===== src/rtl/axil_pkg.sv =====
// Shared AXI-Lite definitions for the register slave: response codes and
// the byte-address to register-index shift.
package axil_pkg;

    typedef logic [1:0] resp_t;

    localparam resp_t RESP_OKAY   = 2'b00;
    localparam resp_t RESP_SLVERR = 2'b10;

    // Register index is the byte address with the byte-lane bits dropped.
    function automatic int idx_shift(input int strb_width);
        return $clog2(strb_width);
    endfunction

endpackage


===== src/rtl/axil_reg_bank.sv =====
// Register storage for the AXI-Lite slave: one byte-strobed write port and
// one asynchronous read port, so a same-edge read sees the pre-write value.
module axil_reg_bank
    import axil_pkg::*;
#(
    parameter int DATA_WIDTH = 32,
    parameter int STRB_WIDTH = DATA_WIDTH / 8,
    parameter int REG_COUNT  = 16,
    parameter int IDX_WIDTH  = $clog2(REG_COUNT)
) (
    input  logic                  clk,
    input  logic                  rst,
    input  logic                  wr_en,
    input  logic [IDX_WIDTH-1:0]  wr_idx,
    input  logic [DATA_WIDTH-1:0] wr_data,
    input  logic [STRB_WIDTH-1:0] wr_strb,
    input  logic [IDX_WIDTH-1:0]  rd_idx,
    output logic [DATA_WIDTH-1:0] rd_data
);

    logic [DATA_WIDTH-1:0] regs [REG_COUNT];

    always_ff @(posedge clk) begin
        if (rst) begin
            for (int i = 0; i < REG_COUNT; i++) begin
                regs[i] <= '0;
            end
        end else if (wr_en) begin
            for (int b = 0; b < STRB_WIDTH; b++) begin
                if (wr_strb[b]) begin
                    regs[wr_idx][8*b +: 8] <= wr_data[8*b +: 8];
                end
            end
        end
    end

    assign rd_data = regs[rd_idx];

endmodule


===== src/rtl/axil_reg_slave.sv =====
// AXI-Lite register slave: independent AW/W holding registers, a write that
// fires once both are held and B is free, and a 1-cycle registered read path.
module axil_reg_slave
    import axil_pkg::*;
#(
    parameter int DATA_WIDTH = 32,
    parameter int ADDR_WIDTH = 16,
    parameter int STRB_WIDTH = DATA_WIDTH / 8,
    parameter int REG_COUNT  = 16
) (
    input  logic                  clk,
    input  logic                  rst,

    input  logic [ADDR_WIDTH-1:0] s_axil_awaddr,
    input  logic [2:0]            s_axil_awprot,
    input  logic                  s_axil_awvalid,
    output logic                  s_axil_awready,

    input  logic [DATA_WIDTH-1:0] s_axil_wdata,
    input  logic [STRB_WIDTH-1:0] s_axil_wstrb,
    input  logic                  s_axil_wvalid,
    output logic                  s_axil_wready,

    output logic [1:0]            s_axil_bresp,
    output logic                  s_axil_bvalid,
    input  logic                  s_axil_bready,

    input  logic [ADDR_WIDTH-1:0] s_axil_araddr,
    input  logic [2:0]            s_axil_arprot,
    input  logic                  s_axil_arvalid,
    output logic                  s_axil_arready,

    output logic [DATA_WIDTH-1:0] s_axil_rdata,
    output logic [1:0]            s_axil_rresp,
    output logic                  s_axil_rvalid,
    input  logic                  s_axil_rready
);

    localparam int IDX_WIDTH = $clog2(REG_COUNT);
    localparam int IDX_SHIFT = idx_shift(STRB_WIDTH);
    localparam logic [ADDR_WIDTH-1:0] REG_LIMIT = ADDR_WIDTH'(REG_COUNT);

    logic                  ready_en;

    logic [ADDR_WIDTH-1:0] aw_addr_q;
    logic                  aw_held;
    logic [DATA_WIDTH-1:0] w_data_q;
    logic [STRB_WIDTH-1:0] w_strb_q;
    logic                  w_held;

    resp_t                 bresp_q;
    logic                  bvalid_q;
    resp_t                 rresp_q;
    logic                  rvalid_q;
    logic [DATA_WIDTH-1:0] rdata_q;

    logic                  aw_hs;
    logic                  w_hs;
    logic                  ar_hs;
    logic                  do_write;

    logic [ADDR_WIDTH-1:0] aw_full_idx;
    logic [ADDR_WIDTH-1:0] ar_full_idx;
    logic                  aw_in_range;
    logic                  ar_in_range;
    logic [DATA_WIDTH-1:0] bank_rd_data;

    // Protection bits carry no meaning for this slave.
    logic                  unused_prot;
    assign unused_prot = ^{s_axil_awprot, s_axil_arprot};

    assign s_axil_awready = ready_en && !aw_held;
    assign s_axil_wready  = ready_en && !w_held;
    assign s_axil_arready = ready_en && (!rvalid_q || s_axil_rready);

    assign aw_hs    = s_axil_awvalid && s_axil_awready;
    assign w_hs     = s_axil_wvalid && s_axil_wready;
    assign ar_hs    = s_axil_arvalid && s_axil_arready;
    assign do_write = aw_held && w_held && (!bvalid_q || s_axil_bready);

    assign aw_full_idx = aw_addr_q >> IDX_SHIFT;
    assign ar_full_idx = s_axil_araddr >> IDX_SHIFT;
    assign aw_in_range = aw_full_idx < REG_LIMIT;
    assign ar_in_range = ar_full_idx < REG_LIMIT;

    always_ff @(posedge clk) begin
        if (rst) begin
            ready_en <= 1'b0;
        end else begin
            ready_en <= 1'b1;
        end
    end

    // Write-address and write-data holding registers fill independently and
    // are released together when the write fires.
    always_ff @(posedge clk) begin
        if (rst) begin
            aw_held   <= 1'b0;
            aw_addr_q <= '0;
            w_held    <= 1'b0;
            w_data_q  <= '0;
            w_strb_q  <= '0;
        end else begin
            if (aw_hs) begin
                aw_held   <= 1'b1;
                aw_addr_q <= s_axil_awaddr;
            end else if (do_write) begin
                aw_held   <= 1'b0;
            end
            if (w_hs) begin
                w_held    <= 1'b1;
                w_data_q  <= s_axil_wdata;
                w_strb_q  <= s_axil_wstrb;
            end else if (do_write) begin
                w_held    <= 1'b0;
            end
        end
    end

    always_ff @(posedge clk) begin
        if (rst) begin
            bvalid_q <= 1'b0;
            bresp_q  <= RESP_OKAY;
        end else if (do_write) begin
            bvalid_q <= 1'b1;
            bresp_q  <= aw_in_range ? RESP_OKAY : RESP_SLVERR;
        end else if (s_axil_bready) begin
            bvalid_q <= 1'b0;
        end
    end

    always_ff @(posedge clk) begin
        if (rst) begin
            rvalid_q <= 1'b0;
            rresp_q  <= RESP_OKAY;
            rdata_q  <= '0;
        end else if (ar_hs) begin
            rvalid_q <= 1'b1;
            rresp_q  <= ar_in_range ? RESP_OKAY : RESP_SLVERR;
            rdata_q  <= ar_in_range ? bank_rd_data : '0;
        end else if (s_axil_rready) begin
            rvalid_q <= 1'b0;
        end
    end

    axil_reg_bank #(
        .DATA_WIDTH (DATA_WIDTH),
        .STRB_WIDTH (STRB_WIDTH),
        .REG_COUNT  (REG_COUNT),
        .IDX_WIDTH  (IDX_WIDTH)
    ) u_bank (
        .clk     (clk),
        .rst     (rst),
        .wr_en   (do_write && aw_in_range),
        .wr_idx  (aw_full_idx[IDX_WIDTH-1:0]),
        .wr_data (w_data_q),
        .wr_strb (w_strb_q),
        .rd_idx  (ar_full_idx[IDX_WIDTH-1:0]),
        .rd_data (bank_rd_data)
    );

    assign s_axil_bvalid = bvalid_q;
    assign s_axil_bresp  = bresp_q;
    assign s_axil_rvalid = rvalid_q;
    assign s_axil_rresp  = rresp_q;
    assign s_axil_rdata  = rdata_q;

endmodule


===== config.mk =====
export PLATFORM = sky130hd
export DESIGN_NAME = axil_reg_slave
export DESIGN_NICKNAME = d
export VERILOG_FILES = /design/src/rtl/axil_pkg.sv /design/src/rtl/axil_reg_bank.sv /design/src/rtl/axil_reg_slave.sv
export SDC_FILE = /design/constraint.sdc
export NUM_CORES = 1
export LEC_CHECK = 0
export ABC_AREA = 1
export CAP_MARGIN = 20
export CORE_ASPECT_RATIO = 0.9
export CORE_UTILIZATION = 25
export CTS_CLUSTER_SIZE = 20
export DETAILED_ROUTE_END_ITERATION = 7
export PLACE_DENSITY_LB_ADDON = 0.25
export SYNTH_ARGS = -nofsm -noshare
export SYNTH_HDL_FRONTEND = slang
export SYNTH_SLANG_ARGS = --single-unit

===== constraint.sdc =====
create_clock -name clk -period 3.4 [get_ports clk]
set_clock_uncertainty 0.2 [all_clocks]
set_input_delay 1.02 -clock clk [delete_from_list [all_inputs] [get_ports clk]]
set_output_delay 1.02 -clock clk [all_outputs]
set_load 0.005 [all_outputs]

==> flow_metrics.py <==
metrics = {
    "timing": {
        "min_period_ps": 3235,
        "timing.hold.ws_ps": 243.3,
        "finalSetupTns_ps": 0,
        "finalCritPeriodShare_pct": 95.16,
        "rsz0062_at_grt": "false",
        "hold_viol": 0,
        "worst_pin_slew_ps": 1003,
        "max_freq_mhz": 309.1,
        "relSlewSlack_pct": 32.73,
        "slew_violations": 0,
        "setup_violations": 0,
    },
    "routing": {
        "routedWlPerCell_um": 18.59,
        "routed_via_density": 4.445,
        "wirelength_um": 81260,
        "drc": 0,
        "vias": 19429,
        "dr.pass1.iters": 5,
        "ant_nets": 0,
        "drt_iter0_drc": 1311,
    },
    "setup_path": {
        "crit_chain": "clkdlybuf4s50_1 > inv_1 > nand2_2 > inv_4 > nor2_4 > dlygate4sd2_1",
        "path_max_fanout": 2,
        "startpoint_type": "input pin",
        "crit_arrival_ps": 2020,
        "slowest_delay_ps": 460,
        "crit_required_ps": 2180,
        "cp_slowest_cell": "clkdlybuf4s50_1",
        "cp-end-kind": "output pin",
        "criticalPathCategory": "in2out",
    },
    "grt": {
        "track_usage_pct": 14.24,
        "grt_max_degree": 90,
        "grt_pass1_vias": 18649,
        "grt_pass1_wl_um": 121600,
        "antenna_found_initial": 2,
        "grt.overflow.total": 0,
    },
    "yosys": {
        "async_flop_share_pct": 0,
        "avgSynthCellArea_um2": 10.32,
        "seq_area_frac_synth_pct": 61.39,
        "ys_ff_latch": 601,
        "synth_cell_types": 29,
        "synth_edf_count": 512,
        "synth_ff_type": "edfxtp_1",
        "synth_cells": 2707,
        "ys_warn_count": 0,
        "netlist_area_um2": 27950,
    },
    "power_and_ir_drop": {
        "p_total_mw": 17.57,
        "p_leak_nw": 12.04,
        "irDropWorstVdd_mv": 0.3283,
        "p_per_area_nw_per_um2": 516.1,
    },
    "finish": {
        "final_util_pct": 30.93,
        "syn_to_final_growth_pct": 21.83,
        "nFillCells": 11314,
        "layout-drive-gt1-share_pct": 21.86,
        "diodes": 0,
        "multiInputGateArea_um2": 9622,
        "regArea_um2": 17160,
        "fin_nets": 2934,
    },
    "clock_tree": {
        "cts.sinks": 601,
        "cts_hold_buf": 0,
        "clock_path_buffers": 3,
        "path_clk_slew_ps": 60,
        "htree_levels": 3,
        "cts_made_buffers": 70,
        "root_buffer": "clkbuf_16",
        "tritoncts": "built",
        "clk-insertion-delay-late_ps": 610,
    },
    "min_path": {
        "min_path_type": "reg2reg",
    },
    "floorplan": {
        "die_width_um": 354.4,
        "ioPinCount": 122,
        "std_cell_rows": 115,
        "core_um2": 110100,
        "die_h_um": 319.2,
        "die_area_um2": 113100,
        "start_util_pct": 25.39,
    },
    "place": {
        "gp_congestion": 0.7691,
        "hpwlAfterDp_um": 53300,
        "io_buffers": 109,
    },
    "job": {
        "max_cap_viol_count": 0,
    },
    "outcome": {
        "status": "completed",
    },
}
-- synthesized netlist by cell type (14+ instances only) --
| cell | n | share of area (%) |
|---|---|---|
| a21oi_1 | 85 | 1.5 |
| buf_1 | 19 | 0.26 |
| buf_2 | 61 | 1.1 |
| clkbuf_1 | 86 | 1.2 |
| clkinv_1 | 33 | 0.44 |
| dfxtp_1 | 89 | 6.4 |
| edfxtp_1 | 512 | 55 |
| inv_2 | 14 | 0.19 |
| nand2_1 | 624 | 8.4 |
| nand3_1 | 483 | 8.7 |
| nand4_4 | 52 | 4.0 |
| nor2_1 | 249 | 3.3 |
| nor2_2 | 288 | 6.4 |
| o21ai_0 | 39 | 0.70 |
-- layout make-up --
| type | count | area share (%) |
|---|---|---|
| Timing Repair Buffer | 262 | 8.416 |
| Clock buffer | 105 | 6.053 |
| Clock inverter | 23 | 0.8122 |
| Tap cell | 1462 | 5.373 |
| Sequential cell | 601 | 50.39 |
| Multi-Input combinational cell | 1859 | 28.26 |
| Inverter | 59 | 0.6946 |
-- critical path, delay by kind of cell --
family                 cells  cell delay (ps)
buffers and inverters      4              820
AND/OR/NAND/NOR            2              170
-- routing by layer --
| layer | vias up | GRT usage (%) | share of wire [%] |
|---|---|---|---|
| met4 | 0 | 3.669 | 2.2 |
| met5 | - | 0 | 0 |
| met3 | 100 | 2.449 | 5.1 |
| li1 | 9581 | - | - |
| met1 | 9303 | 20.58 | 48 |
| met2 | 445 | 21.82 | 44 |
-- sequential cells by signal (all words and copies together), names as in the netlist --
register	flops
aw_addr_q	14
aw_held	1
ready_en	1
s_axil_bresp	1
s_axil_bvalid	1
s_axil_rdata	32
s_axil_rresp	1
s_axil_rvalid	1
u_bank.regs	512
w_data_q	32
w_held	1
w_strb_q	4
-- what timing repair did --
action	in CTS	in global routing
gates resized for setup	4	0
endpoints found under the setup margin	1	0
setup buffers	0	0
-- cell families after synthesis --
family	synth area share, %
other	0.01342
buffers and inverters	4.289
AND/OR/NAND/NOR	31.84
AO/OA/AOI/OAI	2.467
flip-flops	61.39
-- final timing paths --
check	slack, ps	end	depth (start not counted)	startpoint
max	160	s_axil_arready	6	s_axil_rready
min	240	aw_addr_q[9]	2	aw_addr_q[9]
max reg2reg	900	u_bank.regs[0][29]	6	aw_addr_q[9]
min reg2reg	240	aw_addr_q[9]	2	aw_addr_q[9]
-- per-stage QoR --
| stage | cells | instance area (um2) | worst slack (ps) |
|---|---|---|---|
| global placement | 4243 | 31700 | -206.2 |
| floorplan | 2708 | 27950 | 690.9 |
| detailed placement | 4243 | 31700 | -183.4 |
| global route | 4371 | 34050 | 103.9 |
| CTS | 4371 | 34050 | 141.0 |
| finish | 4371 | 34050 | 164.5 |
-- where the power goes --
part           total, mW  switching [mW]  internal, mW
clock network       7.69            3.03          4.66
logic               1.59            1.13         0.458
registers           8.29          0.0704          8.22
total               17.6            4.24          13.3
-- layout by cell type, fill, tap and decap left out, types with 2 or more instances in the layout --
| cell | Yosys | routed |
|---|---|---|
| a21oi_1 | 85 | 85 |
| buf_12 | 6 | 51 |
| buf_2 | 61 | 2 |
| buf_4 | 9 | 104 |
| bufinv_16 | 0 | 6 |
| clkbuf_1 | 86 | 24 |
| clkbuf_16 | 0 | 76 |
| clkbuf_8 | 0 | 6 |
| clkdlybuf4s50_1 | 0 | 103 |
| clkinv_1 | 33 | 37 |
| clkinv_2 | 0 | 8 |
| conb_1 | 1 | 2 |
| dfxtp_1 | 89 | 89 |
| edfxtp_1 | 512 | 512 |
| inv_1 | 12 | 12 |
| inv_2 | 14 | 10 |
| inv_4 | 0 | 4 |
| inv_6 | 0 | 4 |
| nand2_1 | 624 | 622 |
| nand2_2 | 2 | 3 |
| nand3_1 | 483 | 483 |
| nand4_1 | 2 | 2 |
| nand4_2 | 12 | 12 |
| nand4_4 | 52 | 52 |
| nor2_1 | 249 | 249 |
| nor2_2 | 288 | 287 |
| nor2_4 | 2 | 3 |
| nor2_8 | 3 | 3 |
| nor3_4 | 0 | 2 |
| o21ai_0 | 39 | 39 |
| o21ai_1 | 11 | 11 |
(Power assumes the default switching activity.)
==> variant (same flow settings) <==
`REG_COUNT` is set to 16 in 2 places; all go to 8.
--- a/src/rtl/axil_reg_bank.sv
+++ b/src/rtl/axil_reg_bank.sv
@@ -7,3 +7,3 @@
     parameter int STRB_WIDTH = DATA_WIDTH / 8,
-    parameter int REG_COUNT  = 16,
+    parameter int REG_COUNT  = 8,
     parameter int IDX_WIDTH  = $clog2(REG_COUNT)
--- a/src/rtl/axil_reg_slave.sv
+++ b/src/rtl/axil_reg_slave.sv
@@ -8,3 +8,3 @@
     parameter int STRB_WIDTH = DATA_WIDTH / 8,
-    parameter int REG_COUNT  = 16
+    parameter int REG_COUNT  = 8
 ) (
Function: not settled (the Yosys comparison gave no result); the edit may change what the design does.
==> variant against the unedited design <==
The run now ends with DRC left; sequential cell count shrank 256; clock power shrank 40%; synthesized area shrank 46%; non-clock buffer count shrank 90; wire length shrank 51%; power shrank 43%; worst setup slack gained 0.060 ns; final area shrank 45%; critical path type unchanged.
==> variant: results (changes against the unedited design) <==
| Metric | Value |
|---|---|
| Placer's final routability congestion estimate | `0.7547 (-1.9%)` |
| Number of DRC markers after the initial detailed-route iteration | `619 (-53%)` |
| Pin count of the biggest net entering global routing | `95 (+5.6%)` |
| Status | `finished with violations` |
| Actual slew at the worst max-slew pin | `0.7040 ns (-0.2989 ns)` |
| Arrival @ worst endpoint | `1.96 ns (-0.06 ns)` |
| Worst slack at placement | `-0.04369 ns (+0.1397 ns)` |
| Syn-to-layout area delta | `24.45%` |
| Overall global routing resource usage | `0.1314 (-0.01098)` |
| Multi-input combinational area share | `0.2665 (-0.01611)` |
| Max reg flops | `256 (-50%)` |
| HPWL after DPL | `26.80 mm (-50%)` |
| Worst Hold End | `aw_addr_q[6]` |
| Fraction of layout instances using a drive strength above 1 | `0.1501 (-0.06849)` |
| Mean number of vias per cell | `4.353 (-2.1%)` |
| Layout filler cell count | `6042 (-47%)` |
| Seq/Total Area, Yosys | `0.6295 (+0.01559)` |
| Worst R2R Start | `s_axil_bvalid` |
| Violations in the final reports | `DRC` |
| Number of remaining DRC errors | `16 (+16)` |
| Clock buf/inv share | `0.07513 (+0.006480)` |
| Number of cells on the worst reg-to-reg path | `7 (+1)` |
| Net total in the final layout | `1814 (-38%)` |
| TritonCTS buffer count | `40 (-43%)` |
| Number of iterations in the first detailed-routing pass | `7 (+2)` |
| Number of enable-type register cells in the synthesized netlist | `256 (-50%)` |
| Register area | `9469 um^2 (-45%)` |
| Maximum ir drop on the vdd rail | `0.0003959 V (+21%)` |
| Clock latency at the later pin of the worst-skew pair | `0.55 ns (-0.06 ns)` |
| Non-clk invs | `63 (+6.8%)` |
| Cell total after placement | `2465 (-42%)` |
| Count of unique library cells instantiated by Yosys | `22 (-24%)` |
| H-Tree Depth | `2 (-1)` |
| Worst hold start | `aw_addr_q[6]` |
| Number of storage elements in the synthesis netlist | `345 (-43%)` |
| Most common library cells after synthesis | `524 x sky130_fd_sc_hd__nor2_1, 256 x sky130_fd_sc_hd__edfxtp_1, 173 x sky130_fd_sc_hd__nand2_1, 98 x sky130_fd_sc_hd__nand3_1, 97 x sky130_fd_sc_hd__or2_2` |
| Fin Hold WS | `0.2522 ns (+0.008917 ns)` |
| Via count of the first global-routing pass | `11030 (-41%)` |
| Complex-gate fraction of the synthesized area | `0.05631 (+0.03164)` |
| Detailed-route wire length per cell | `15.65 um (-16%)` |
| FF-to-FF End | `u_bank.regs[1][1]` |
| Setup slack of the worst register-to-register path | `1.27 ns (+0.37 ns)` |
| Top cells by area, synth | `sky130_fd_sc_hd__edfxtp_1 51%, sky130_fd_sc_hd__nor2_1 13%, sky130_fd_sc_hd__dfxtp_1 12%` |
| Initial antenna violation count | `0 (-2)` |
| Wire length of the first global-routing pass | `62.20 mm (-49%)` |
| Count of mapped cells out of synthesis | `1602 (-41%)` |
| Power density cells | `536.8 nW/um^2 (+4.0%)` |
| Plain + repair buffers | `172 (-34%)` |
| Post-route fraction of the period consumed by the critical path | `0.9339 (-0.01772)` |
-- variant: cell types whose count changed in the layout (fill, tap and decap cells not counted), sizes merged, moves of 7 or more --
cell,before,now
buf,157,66
nand4,66,2
o21ai,50,83
nand3,484,130
nor3,2,9
or2,0,97
edfxtp,512,256
nand2,626,173
clkbuf,106,53
nor2,542,528
-- variant: repair_timing --
item	in CTS	in global routing
endpoints found under the setup margin	1	0
hold buffers	0	0
gates resized for setup	1	0
hold endpoints to repair	0	0
-- variant: power by group --
| part | switching (mW) | internal, mW | leakage (nW) |
|---|---|---|---|
| sequential | 0.0416 | 4.65 | 3.38 |
| clock | 1.76 | 2.85 | 0.684 |
| combinational | 0.484 | 0.259 | 2.61 |
| total | 2.28 | 7.76 | 6.67 |
-- variant: logic make-up after synthesis --
group                  Yosys count
AO/OA/AOI/OAI                  169
flip-flops                     345
buffers and inverters          147
AND/OR/NAND/NOR                940
other                            1
-- variant: critical path: stages --
cell	delay, ns
sky130_fd_sc_hd__clkdlybuf4s50_1	0.47
sky130_fd_sc_hd__inv_1	0.04
sky130_fd_sc_hd__nand2_1	0.07
sky130_fd_sc_hd__nand2_1	0.07
sky130_fd_sc_hd__inv_1	0.06
sky130_fd_sc_hd__dlygate4sd2_1	0.22
-- variant: layer usage --
layer / GRT usage / vias up / share of wire
li1: - / 5555 / -
met1: 0.1744 / 5258 / 0.46
met2: 0.2166 / 199 / 0.47
met3: 0.02977 / 40 / 0.050
met4: 0.02889 / 0 / 0.015
met5: 0 / - / 0
-- variant: through the flow --
stage / power [mW] / setup TNS, ns
2_1_floorplan: 5.228 / 0
3_3_place_gp: 5.530 / -0.07783
3_5_place_dp: 5.545 / -0.04369
4_1_cts: 10.17 / 0
5_1_grt: 10.43 / 0
6_report: 10.05 / 0
